`src/rtl/lcd_pkg.sv`:
```
// Shared constants and helpers for the HD44780-style LCD responder:
// instruction opcodes, DDRAM line geometry, address-counter stepping and mapping.
package lcd_pkg;

  localparam logic [7:0] LCD_INIT1 = 8'h38;  // function set: 8-bit, 2 lines, 5x8
  localparam logic [7:0] LCD_INIT2 = 8'h0C;  // display on, cursor off, blink off
  localparam logic [7:0] LCD_INIT3 = 8'h06;  // entry mode: increment, no shift
  localparam logic [7:0] LCD_INIT4 = 8'h01;  // clear display
  localparam logic [7:0] LCD_INIT5 = 8'h80;  // DDRAM address 0

  localparam logic [7:0] LCD_BLANK = 8'h20;

  // Line 1 ends at 0x27, line 2 spans 0x40..0x67.
  localparam logic [6:0] AC_L1_END   = 7'h27;
  localparam logic [6:0] AC_L2_START = 7'h40;
  localparam logic [6:0] AC_L2_END   = 7'h67;

  localparam int DEF_CMD_CYCLES   = 2000;   // 40 us @ 50 MHz
  localparam int DEF_CLEAR_CYCLES = 82000;  // 1.64 ms @ 50 MHz

  // Result of mapping an AC value onto the 32 visible cells.
  typedef struct packed {
    logic       hit;
    logic [4:0] idx;
  } ddram_map_t;

  // Step the address counter, hopping the gap between the two lines.
  function automatic logic [6:0] ac_step(input logic [6:0] ac, input logic inc);
    logic [6:0] nxt;
    if (inc) begin
      if (ac == AC_L1_END)      nxt = AC_L2_START;
      else if (ac == AC_L2_END) nxt = 7'h00;
      else                      nxt = ac + 7'd1;
    end else begin
      if (ac == 7'h00)             nxt = AC_L2_END;
      else if (ac == AC_L2_START)  nxt = AC_L1_END;
      else                         nxt = ac - 7'd1;
    end
    return nxt;
  endfunction

  // Only the first 16 positions of each line are visible cells.
  function automatic ddram_map_t ac_to_idx(input logic [6:0] ac);
    ddram_map_t m;
    m.hit = 1'b0;
    m.idx = 5'd0;
    if (ac[6:4] == 3'b000) begin
      m.hit = 1'b1;
      m.idx = {1'b0, ac[3:0]};
    end else if (ac[6:4] == 3'b100) begin
      m.hit = 1'b1;
      m.idx = {1'b1, ac[3:0]};
    end
    return m;
  endfunction

endpackage

```
`src/rtl/lcd_ddram_32x8.sv`:
```
// 32x8 character image: one write port, single-cycle bulk clear to blank,
// two combinational read ports (bus side and debug side).
module lcd_ddram_32x8
  import lcd_pkg::*;
(
  input  logic       i_clk,
  input  logic       i_rst,
  input  logic       i_we,
  input  logic [4:0] i_waddr,
  input  logic [7:0] i_wdata,
  input  logic       i_clr,
  input  logic [4:0] i_raddr_a,
  output logic [7:0] o_rdata_a,
  input  logic [4:0] i_raddr_b,
  output logic [7:0] o_rdata_b
);

  logic [31:0][7:0] r_mem;

  // Reset and clear both blank every cell; otherwise take the single write.
  always_ff @(posedge i_clk) begin
    if (i_rst || i_clr) r_mem <= {32{LCD_BLANK}};
    else if (i_we)      r_mem[i_waddr] <= i_wdata;
  end

  assign o_rdata_a = r_mem[i_raddr_a];
  assign o_rdata_b = r_mem[i_raddr_b];

endmodule

```
`src/rtl/lcd_hd44780_responder.sv`:
```
// Panel end of an HD44780-style 8-bit LCD bus. Synchronizes the bus, commits
// accesses on the falling edge of EN, keeps AC/entry/display state and a busy
// timer, and serves status and data reads.
module lcd_hd44780_responder
  import lcd_pkg::*;
#(
  parameter int CMD_CYCLES   = DEF_CMD_CYCLES,
  parameter int CLEAR_CYCLES = DEF_CLEAR_CYCLES,
  parameter int SYNC_STAGES  = 2
) (
  input  logic       CLOCK_50,
  input  logic       reset,
  input  logic       LCD_EN,
  input  logic       LCD_RS,
  input  logic       LCD_RW,
  input  logic [7:0] LCD_DATA_IN,
  output logic [7:0] LCD_DATA_OUT,
  output logic       LCD_DATA_OE,
  input  logic [4:0] dbg_idx,
  output logic [7:0] dbg_char,
  output logic       busy,
  output logic [6:0] addr_counter,
  output logic [2:0] disp_ctrl,
  output logic       protocol_err
);

  localparam int MAXC  = (CLEAR_CYCLES > CMD_CYCLES) ? CLEAR_CYCLES : CMD_CYCLES;
  localparam int CNT_W = $clog2(MAXC + 1);
  localparam logic [CNT_W-1:0] CMD_LD = CNT_W'(CMD_CYCLES);
  localparam logic [CNT_W-1:0] CLR_LD = CNT_W'(CLEAR_CYCLES);

  // {EN, RS, RW, DATA} travel together through the synchronizer.
  logic [SYNC_STAGES-1:0][10:0] r_sync;
  logic [10:0]      w_bus_in;
  logic             w_en, w_rs, w_rw;
  logic [7:0]       w_d;
  logic             r_en_prev;
  logic             w_fall, w_status, w_acc, w_rej;
  logic             w_clr, w_we;
  ddram_map_t       w_map;
  logic [7:0]       w_ram_a, w_rd_char;

  logic [6:0]       r_ac;
  logic             r_id, r_shift, r_cgram;
  logic [2:0]       r_disp;
  logic [CNT_W-1:0] r_busy_cnt;
  logic             r_perr, r_oe;
  logic [7:0]       r_dout;
  logic             w_unused_shift;

  assign w_bus_in = {LCD_EN, LCD_RS, LCD_RW, LCD_DATA_IN};

  // Plain multi-flop synchronizer for the whole bus.
  always_ff @(posedge CLOCK_50) begin
    if (reset) r_sync <= '0;
    else       r_sync <= {r_sync[SYNC_STAGES-2:0], w_bus_in};
  end

  assign {w_en, w_rs, w_rw, w_d} = r_sync[SYNC_STAGES-1];

  assign busy     = (r_busy_cnt != '0);
  assign w_fall   = r_en_prev & ~w_en;
  assign w_status = ~w_rs & w_rw;
  // Status reads are the only access allowed through while busy.
  assign w_acc    = w_fall & (~busy | w_status);
  assign w_rej    = w_fall & busy & ~w_status;

  assign w_map     = ac_to_idx(r_ac);
  assign w_rd_char = w_map.hit ? w_ram_a : LCD_BLANK;
  assign w_clr     = w_acc & ~w_rs & ~w_rw & (w_d == 8'h01);
  assign w_we      = w_acc & w_rs & ~w_rw & ~r_cgram & w_map.hit;

  // S is held for completeness; display shift is not modelled.
  assign w_unused_shift = r_shift;

  lcd_ddram_32x8 u_ddram (
    .i_clk     (CLOCK_50),
    .i_rst     (reset),
    .i_we      (w_we),
    .i_waddr   (w_map.idx),
    .i_wdata   (w_d),
    .i_clr     (w_clr),
    .i_raddr_a (w_map.idx),
    .o_rdata_a (w_ram_a),
    .i_raddr_b (dbg_idx),
    .o_rdata_b (dbg_char)
  );

  // Access commit: instruction decode on the highest set bit, data
  // write/read AC stepping, busy timer and sticky error flag.
  always_ff @(posedge CLOCK_50) begin
    if (reset) begin
      r_en_prev  <= 1'b0;
      r_ac       <= 7'h00;
      r_id       <= 1'b1;
      r_shift    <= 1'b0;
      r_disp     <= 3'b000;
      r_cgram    <= 1'b0;
      r_busy_cnt <= '0;
      r_perr     <= 1'b0;
    end else begin
      r_en_prev <= w_en;
      if (busy) r_busy_cnt <= r_busy_cnt - CNT_W'(1);
      if (w_rej) r_perr <= 1'b1;
      if (w_acc && !w_rs && !w_rw) begin
        if (w_d[7]) begin
          r_ac       <= w_d[6:0];
          r_cgram    <= 1'b0;
          r_busy_cnt <= CMD_LD;
        end else if (w_d[6]) begin
          r_cgram    <= 1'b1;
          r_busy_cnt <= CMD_LD;
        end else if (w_d[5]) begin
          if (!w_d[4]) r_perr <= 1'b1;
          r_busy_cnt <= CMD_LD;
        end else if (w_d[4]) begin
          if (!w_d[3]) r_ac <= ac_step(r_ac, w_d[2]);
          r_busy_cnt <= CMD_LD;
        end else if (w_d[3]) begin
          r_disp     <= w_d[2:0];
          r_busy_cnt <= CMD_LD;
        end else if (w_d[2]) begin
          r_id       <= w_d[1];
          r_shift    <= w_d[0];
          r_busy_cnt <= CMD_LD;
        end else if (w_d[1]) begin
          r_ac       <= 7'h00;
          r_busy_cnt <= CLR_LD;
        end else if (w_d[0]) begin
          r_ac       <= 7'h00;
          r_id       <= 1'b1;
          r_busy_cnt <= CLR_LD;
        end
      end else if (w_acc && w_rs) begin
        // CGRAM-mode data writes are discarded without moving AC.
        if (!(r_cgram && !w_rw)) r_ac <= ac_step(r_ac, r_id);
        r_busy_cnt <= CMD_LD;
      end
    end
  end

  // Read path: drive while EN and RW are high, one cycle behind the bus.
  always_ff @(posedge CLOCK_50) begin
    if (reset) begin
      r_oe   <= 1'b0;
      r_dout <= 8'h00;
    end else begin
      r_oe <= w_en & w_rw;
      if (w_en && w_rw) r_dout <= w_rs ? w_rd_char : {busy, r_ac};
    end
  end

  assign LCD_DATA_OUT = r_dout;
  assign LCD_DATA_OE  = r_oe;
  assign addr_counter = r_ac;
  assign disp_ctrl    = r_disp;
  assign protocol_err = r_perr;

endmodule

```
`config.mk`:
```
export PLATFORM = sky130hd
export DESIGN_NAME = lcd_hd44780_responder
export DESIGN_NICKNAME = d
export VERILOG_FILES = /design/src/rtl/lcd_pkg.sv /design/src/rtl/lcd_ddram_32x8.sv /design/src/rtl/lcd_hd44780_responder.sv
export SDC_FILE = /design/constraint.sdc
export NUM_CORES = 1
export LEC_CHECK = 0
export CORE_ASPECT_RATIO = 0.9
export CORE_MARGIN = 10
export CORE_UTILIZATION = 41
export CTS_CLUSTER_SIZE = 40
export DETAILED_ROUTE_END_ITERATION = 8
export SLEW_MARGIN = 20
export SYNTH_ARGS = -nofsm -noshare
export SYNTH_HDL_FRONTEND = slang
export SYNTH_HIERARCHICAL = 1
export SYNTH_SLANG_ARGS = --single-unit
```
`constraint.sdc`:
```
create_clock -name CLOCK_50 -period 7.95 [get_ports CLOCK_50]
set_input_delay 1.1925 -clock CLOCK_50 [delete_from_list [all_inputs] [get_ports CLOCK_50]]
set_output_delay 1.1925 -clock CLOCK_50 [all_outputs]
set_load 0.01 [all_outputs]
```
# Word-level counts from Yosys, hierarchy flattened
# Cells that the tools add are included.
[totals]
reg_bits = 318
input_bits = 18
wordCells = 156
[op_classes]
add_sub_neg = 3
n_lt_le_gt_ge = 3
n_eq_ne = 12
n_mux = 51
n_bitwise = 25
n_reduce_logical = 19
[ops]
columns = ["op", "n"]
rows = [
  ["256-bit bitwise mux", 1],
  ["17-bit two-way mux", 11],
  ["7-bit two-way mux", 18],
  ["8-bit binary-select mux with 5-bit select", 2],
  ["8-bit demux with 5-bit select", 1],
  ["8-bit two-way mux", 5],
  ["17-bit nonzero test", 1],
  ["17-bit by 1-bit subtractor with 17-bit output, second input constant", 1],
  ["7-bit equality test, second input constant", 2],
  ["1-bit AND", 13],
  ["5-bit by 6-bit less-than comparator with 1-bit output, second input constant", 2],
  ["6-bit two-way mux", 2],
  ["1-bit two-way mux", 11],
  ["1-bit NOT", 11],
  ["3-bit != test, second input constant", 3],
  ["8-bit by 1-bit equality test with 1-bit output, second input constant", 1],
  ["8-bit AND reduction", 1],
  ["7-bit by 1-bit adder with 7-bit output, second input constant", 1],
  ["7-bit by 6-bit equality test with 1-bit output, second input constant", 1],
  ["7-bit logical NOT", 1],
  ["7-bit AND reduction", 1],
  ["7-bit by 1-bit subtractor with 7-bit output, second input constant", 1],
  ["1-bit logical AND", 6],
  ["6-bit AND reduction", 1],
  ["other kinds (12)", 15],
]

# Longest topological paths before layout
[depth]
word_depth = 11
mapped_depth = 13
depth_no_buf = 9

# Cells and area by module
# Netlist, hierarchy kept.
[by_module_without_submodules]
columns = ["mod", "instances", "cells_per_inst", "area_each_um2", "seq_area_each_um2"]
rows = [
  ["lcd_ddram_32x8", 1, 1427, 13819.5, 5124.9],
  ["lcd_hd44780_responder", 1, 390, 3301.9, 1241.2],
]

# Worst setup path after synthesis
# Ideal clock, no wire load.
[synth_path]
kind = "in2out"
start = "input dbg_idx[2]"
end = "output dbg_char[0]"
arrival_time_ps = 2802
required_ps = 6758
setup_slack_ps = 3955
stages = 6
n_path_buf = 3
cell_sequence = "buf_4 buf_6 buf_2 mux4_2 mux4_2 mux2_2"
[synth_between]
elab_chain_cells = 2
[synth_rtl]
columns = ["element", "line_no", "text"]
rows = [
  ["from (decl)", "lcd_hd44780_responder.sv:19", "input logic [4:0] dbg_idx,"],
  ["8-bit binary-select mux with 5-bit select", "lcd_ddram_32x8.sv:27", "assign o_rdata_b = r_mem[i_raddr_b];"],
  ["8-bit two-way mux (implied by the code)", "lcd_ddram_32x8.sv:27", ""],
  ["to (decl)", "lcd_hd44780_responder.sv:20", "output logic [7:0] dbg_char,"],
]
# No other way between the ends. The select of a mux whose other input is x is not followed.

# Worst setup path in the final report
[layout_path]
start = "input dbg_idx[1]"
end = "output dbg_char[5]"
# Same word-level chain as after synthesis.

==> reports/qor.log <==
INFO  final_layout   layout_commonest_cell=sky130_fd_sc_hd__dfxtp_1
INFO  yosys          yosys.area_share.xor_xnor=0.767%
INFO  setup_path     worst-endpoint-arrival=4230ps
INFO  timing         max_slew_margin=24.6%
INFO  yosys          adder_cell_area_share_of_the_yosys_netlist=0.292%
INFO  setup_path     critical_path_maximum_fanout=44
INFO  setup_path     crit_path_start_kind=input port
INFO  final_layout   syn_to_final_growth=10.3%
INFO  min_path       hold_path_class=reg -> reg
INFO  clock_tree     h-tree-depth=2
INFO  yosys          ys_types=75
INFO  final_layout   num-nets-final=1741
INFO  yosys          synth-warning-count=6
INFO  die            dieArea=50300um^2
INFO  die            dieWidth=235um
INFO  pwr            power.total=3.89mW
INFO  run_status     status=finished clean
INFO  grt            groute.usage.overall=21.2%
INFO  timing         fin_crit_sh=68.2%
INFO  timing         fin_skew=17.8ps
INFO  yosys          muxShareOfSynthArea=22.6%
INFO  grt            grt_antenna_before_repair=0
INFO  timing         grt_setup_unrepaired=no
INFO  timing         timing_max_transition_violations_final=0
INFO  final_layout   final_cell_mix=sky130_fd_sc_hd__dfxtp_1, sky130_fd_sc_hd__nand3_1, sky130_fd_sc_hd__o21ai_0
INFO  final_layout   num_antenna_cells=0
INFO  placement      globalplace.congestion=0.859
INFO  yosys          synth_seq_cells=318
INFO  yosys          synthesis.instances=1817
INFO  grt            grt_remaining_overflow=0
INFO  yosys          synth_top_family_by_area=multiplexers
INFO  clock_tree     post_cts.resized_instances=0
INFO  grt            grt_start_max_net_pins=114
INFO  yosys          synth_compound_gate_area_share=17.5%
INFO  clock_tree     clock_sinks=318
INFO  drt            wire_per_inst=24.1um
INFO  drt            post_drt_via_cell_ratio=6.67
INFO  die            die_height=214um
INFO  timing         worst-slew-pin-transition=1130ps
INFO  yosys          synth.yosys.seq_area_share=37.2%
INFO  setup_path     worst_reg_to_reg_path_cell_count=8
INFO  drt            detailedRoute.firstIterationViolations=1745
INFO  clock_tree     cts_post_setup_buffers_inserted=0
INFO  timing         tns=0ps
INFO  clock_tree     tritoncts=built
INFO  setup_path     critPathCaptureType=output pin
INFO  setup_path     timing.setup.critical_path_class=in -> out
INFO  clock_tree     clk_pin_slew=60ps
INFO  setup_path     critical_path_required=6760ps
INFO  clock_tree     cts_max_path_buffers=3
INFO  timing         finalSetupViolCount=0
INFO  placement      detailedPlacementHpwl=31000um
INFO  die            ioPinCount=47
INFO  yosys          synth_async_sr_flop_share=0%
INFO  clock_tree     numCtsBuffers=37
INFO  timing         fmaxAchievable=0.184GHz
INFO  drt            totalWireLength=55100um
INFO  die            core_area=41000um^2
INFO  clock_tree     clock_tree.root_cell=sky130_fd_sc_hd__clkbuf_16
INFO  yosys          synth-main-ff-cell=sky130_fd_sc_hd__dfxtp_1
INFO  placement      placement.io_buffers=46
INFO  yosys          synthesis.area=17100um^2
INFO  min_path       hold_path_depth=1
INFO  die            start_util=41.8%
INFO  yosys          post_synth_simple_gate_area=15.6%
INFO  run            max_capacitance_violation_total=0
INFO  drt            first_pass_iters=6
INFO  yosys          postSynthNetCount=1839
INFO  grt            grt_pass1_vias=14464
INFO  pwr            total_leakage_power=5.76nW
INFO  timing         timing.final.hold_violations=0
INFO  drt            drc_errors=0
INFO  drt            antenna_left=0
INFO  grt            first_pass_grt_wire_length=85900um
INFO  final_layout   layout-drive-gt1-share=18.2%
INFO  drt            vias=15240
INFO  pwr            power-per-cell-area=206nW/um^2
INFO  final_layout   nFillCells=3856
INFO  yosys          synthesized_area_divided_by_synthesized_cell_count=9.42um^2
INFO  timing         min_period=5430ps
INFO  clock_tree     ctsHoldBuffers=0
INFO  clock_tree     clk_latency=540ps
INFO  pwr            vdd.ir_drop.worst=0.131mV
INFO  yosys          number_of_enable_type_register_cells_in_the_synthesized_netlist=0
INFO  die            placement_rows=70
## worst paths after layout
| kind | start | end | slack (ps) |
|---|---|---|---|
| worst min-delay path | r_sync[4] | r_sync[15] | 430 |
| worst max-delay path | dbg_idx[1] | dbg_char[5] | 2520 |
| worst min register to register | r_sync[4] | r_sync[15] | 430 |
| worst max register to register | addr_counter[4] | LCD_DATA_OUT[4] | 3630 |
## critical path, stage by stage
cell	delay [ps]
sky130_fd_sc_hd__buf_4	640
sky130_fd_sc_hd__buf_4	490
sky130_fd_sc_hd__mux4_2	560
sky130_fd_sc_hd__mux4_2	490
sky130_fd_sc_hd__mux2_2	280
sky130_fd_sc_hd__clkdlybuf4s50_1	550
## power by group
| part | switching [mW] | leakage [nW] | total [mW] | internal (mW) |
|---|---|---|---|---|
| Combinational | 0.276 | 2.57 | 0.439 | 0.163 |
| Clock | 0.700 | 0.619 | 1.78 | 1.08 |
| Sequential | 0.0449 | 2.57 | 1.67 | 1.63 |
## metal layers
metal	vias to the layer above	wire, um	global-route usage [%]	share of wire, %
met5	-	0	0	0
met4	0	2020	8.94	3.7
met3	122	5350	3.71	9.7
met2	828	24500	32.9	45
met1	7653	23200	28.8	42
li1	6637	-	-	-
## kinds of logic (layout without fill, tap and decap cells)
group	count (synthesis)	in the layout
AND/OR/NAND/NOR	493	493
AO/OA/AOI/OAI	565	565
XOR/XNOR	15	15
adder cells (fa/ha/maj)	4	4
buffers and inverters	238	167
multiplexers	184	184
flip-flops	318	318
## cell type report
cell class                 instances  area, um^2  share of cell area, %
multi-input combinational       1261        9790                   51.8
clock inverter                    16         215                   1.14
inverter                          15        56.3                  0.298
sequential                       318        6370                   33.7
clock buffer                      50        1030                   5.48
tap                              540         676                   3.58
timing repair buffer              86         754                   3.99
## registers in the layout, indices dropped and copies added, names as in the netlist
register / cells
r_sync: 22
u_ddram/r_mem: 256
LCD_DATA_OUT: 8
addr_counter: 7
LCD_DATA_OE: 1
disp_ctrl: 3
r_busy_cnt: 17
r_cgram: 1
r_en_prev: 1
r_id: 1
protocol_err: 1
## synthesized netlist by cell type (7+ instances only)
library cell               instances  area, um^2
sky130_fd_sc_hd__a211oi_1          8        60.1
sky130_fd_sc_hd__a21oi_1         242        1210
sky130_fd_sc_hd__a31oi_1           7        43.8
sky130_fd_sc_hd__and2_1            8        50.1
sky130_fd_sc_hd__buf_1            14        52.6
sky130_fd_sc_hd__buf_2            15        75.1
sky130_fd_sc_hd__buf_6            15         169
sky130_fd_sc_hd__clkbuf_1        175         657
sky130_fd_sc_hd__dfxtp_1         318        6370
sky130_fd_sc_hd__inv_1            14        52.6
sky130_fd_sc_hd__mux2_2           16         180
sky130_fd_sc_hd__mux2i_1           8        80.1
sky130_fd_sc_hd__mux4_2          160        3600
sky130_fd_sc_hd__nand2_1          27         101
sky130_fd_sc_hd__nand3_1         310        1550
sky130_fd_sc_hd__nand3b_1          8        60.1
sky130_fd_sc_hd__nor2_1           36         135
sky130_fd_sc_hd__nor2b_1          27         169
sky130_fd_sc_hd__nor3_1           15        75.1
sky130_fd_sc_hd__nor4_1            7        43.8
sky130_fd_sc_hd__o21ai_0         269        1350
sky130_fd_sc_hd__xor2_1           11        96.3
## metrics by stage
| stage | setup slack (ps) | instances | utilization, % | cell area [um^2] | hold slack [ps] |
|---|---|---|---|---|---|
| 6_report | 2520 | 2286 | 46.1 | 18900 | 433 |
| 5_1_grt | 2360 | 2286 | 46.1 | 18900 | 460 |
| 4_1_cts | 2500 | 2286 | 46.1 | 18900 | 439 |
| 3_5_place_dp | 2490 | 2220 | 43.0 | 17600 | 423 |
| 3_3_place_gp | 2540 | 2220 | 43.0 | 17600 | 420 |
| 2_1_floorplan | 3960 | 1817 | - | 17100 | 414 |
Note: power is estimated with default switching activity, not from simulation.
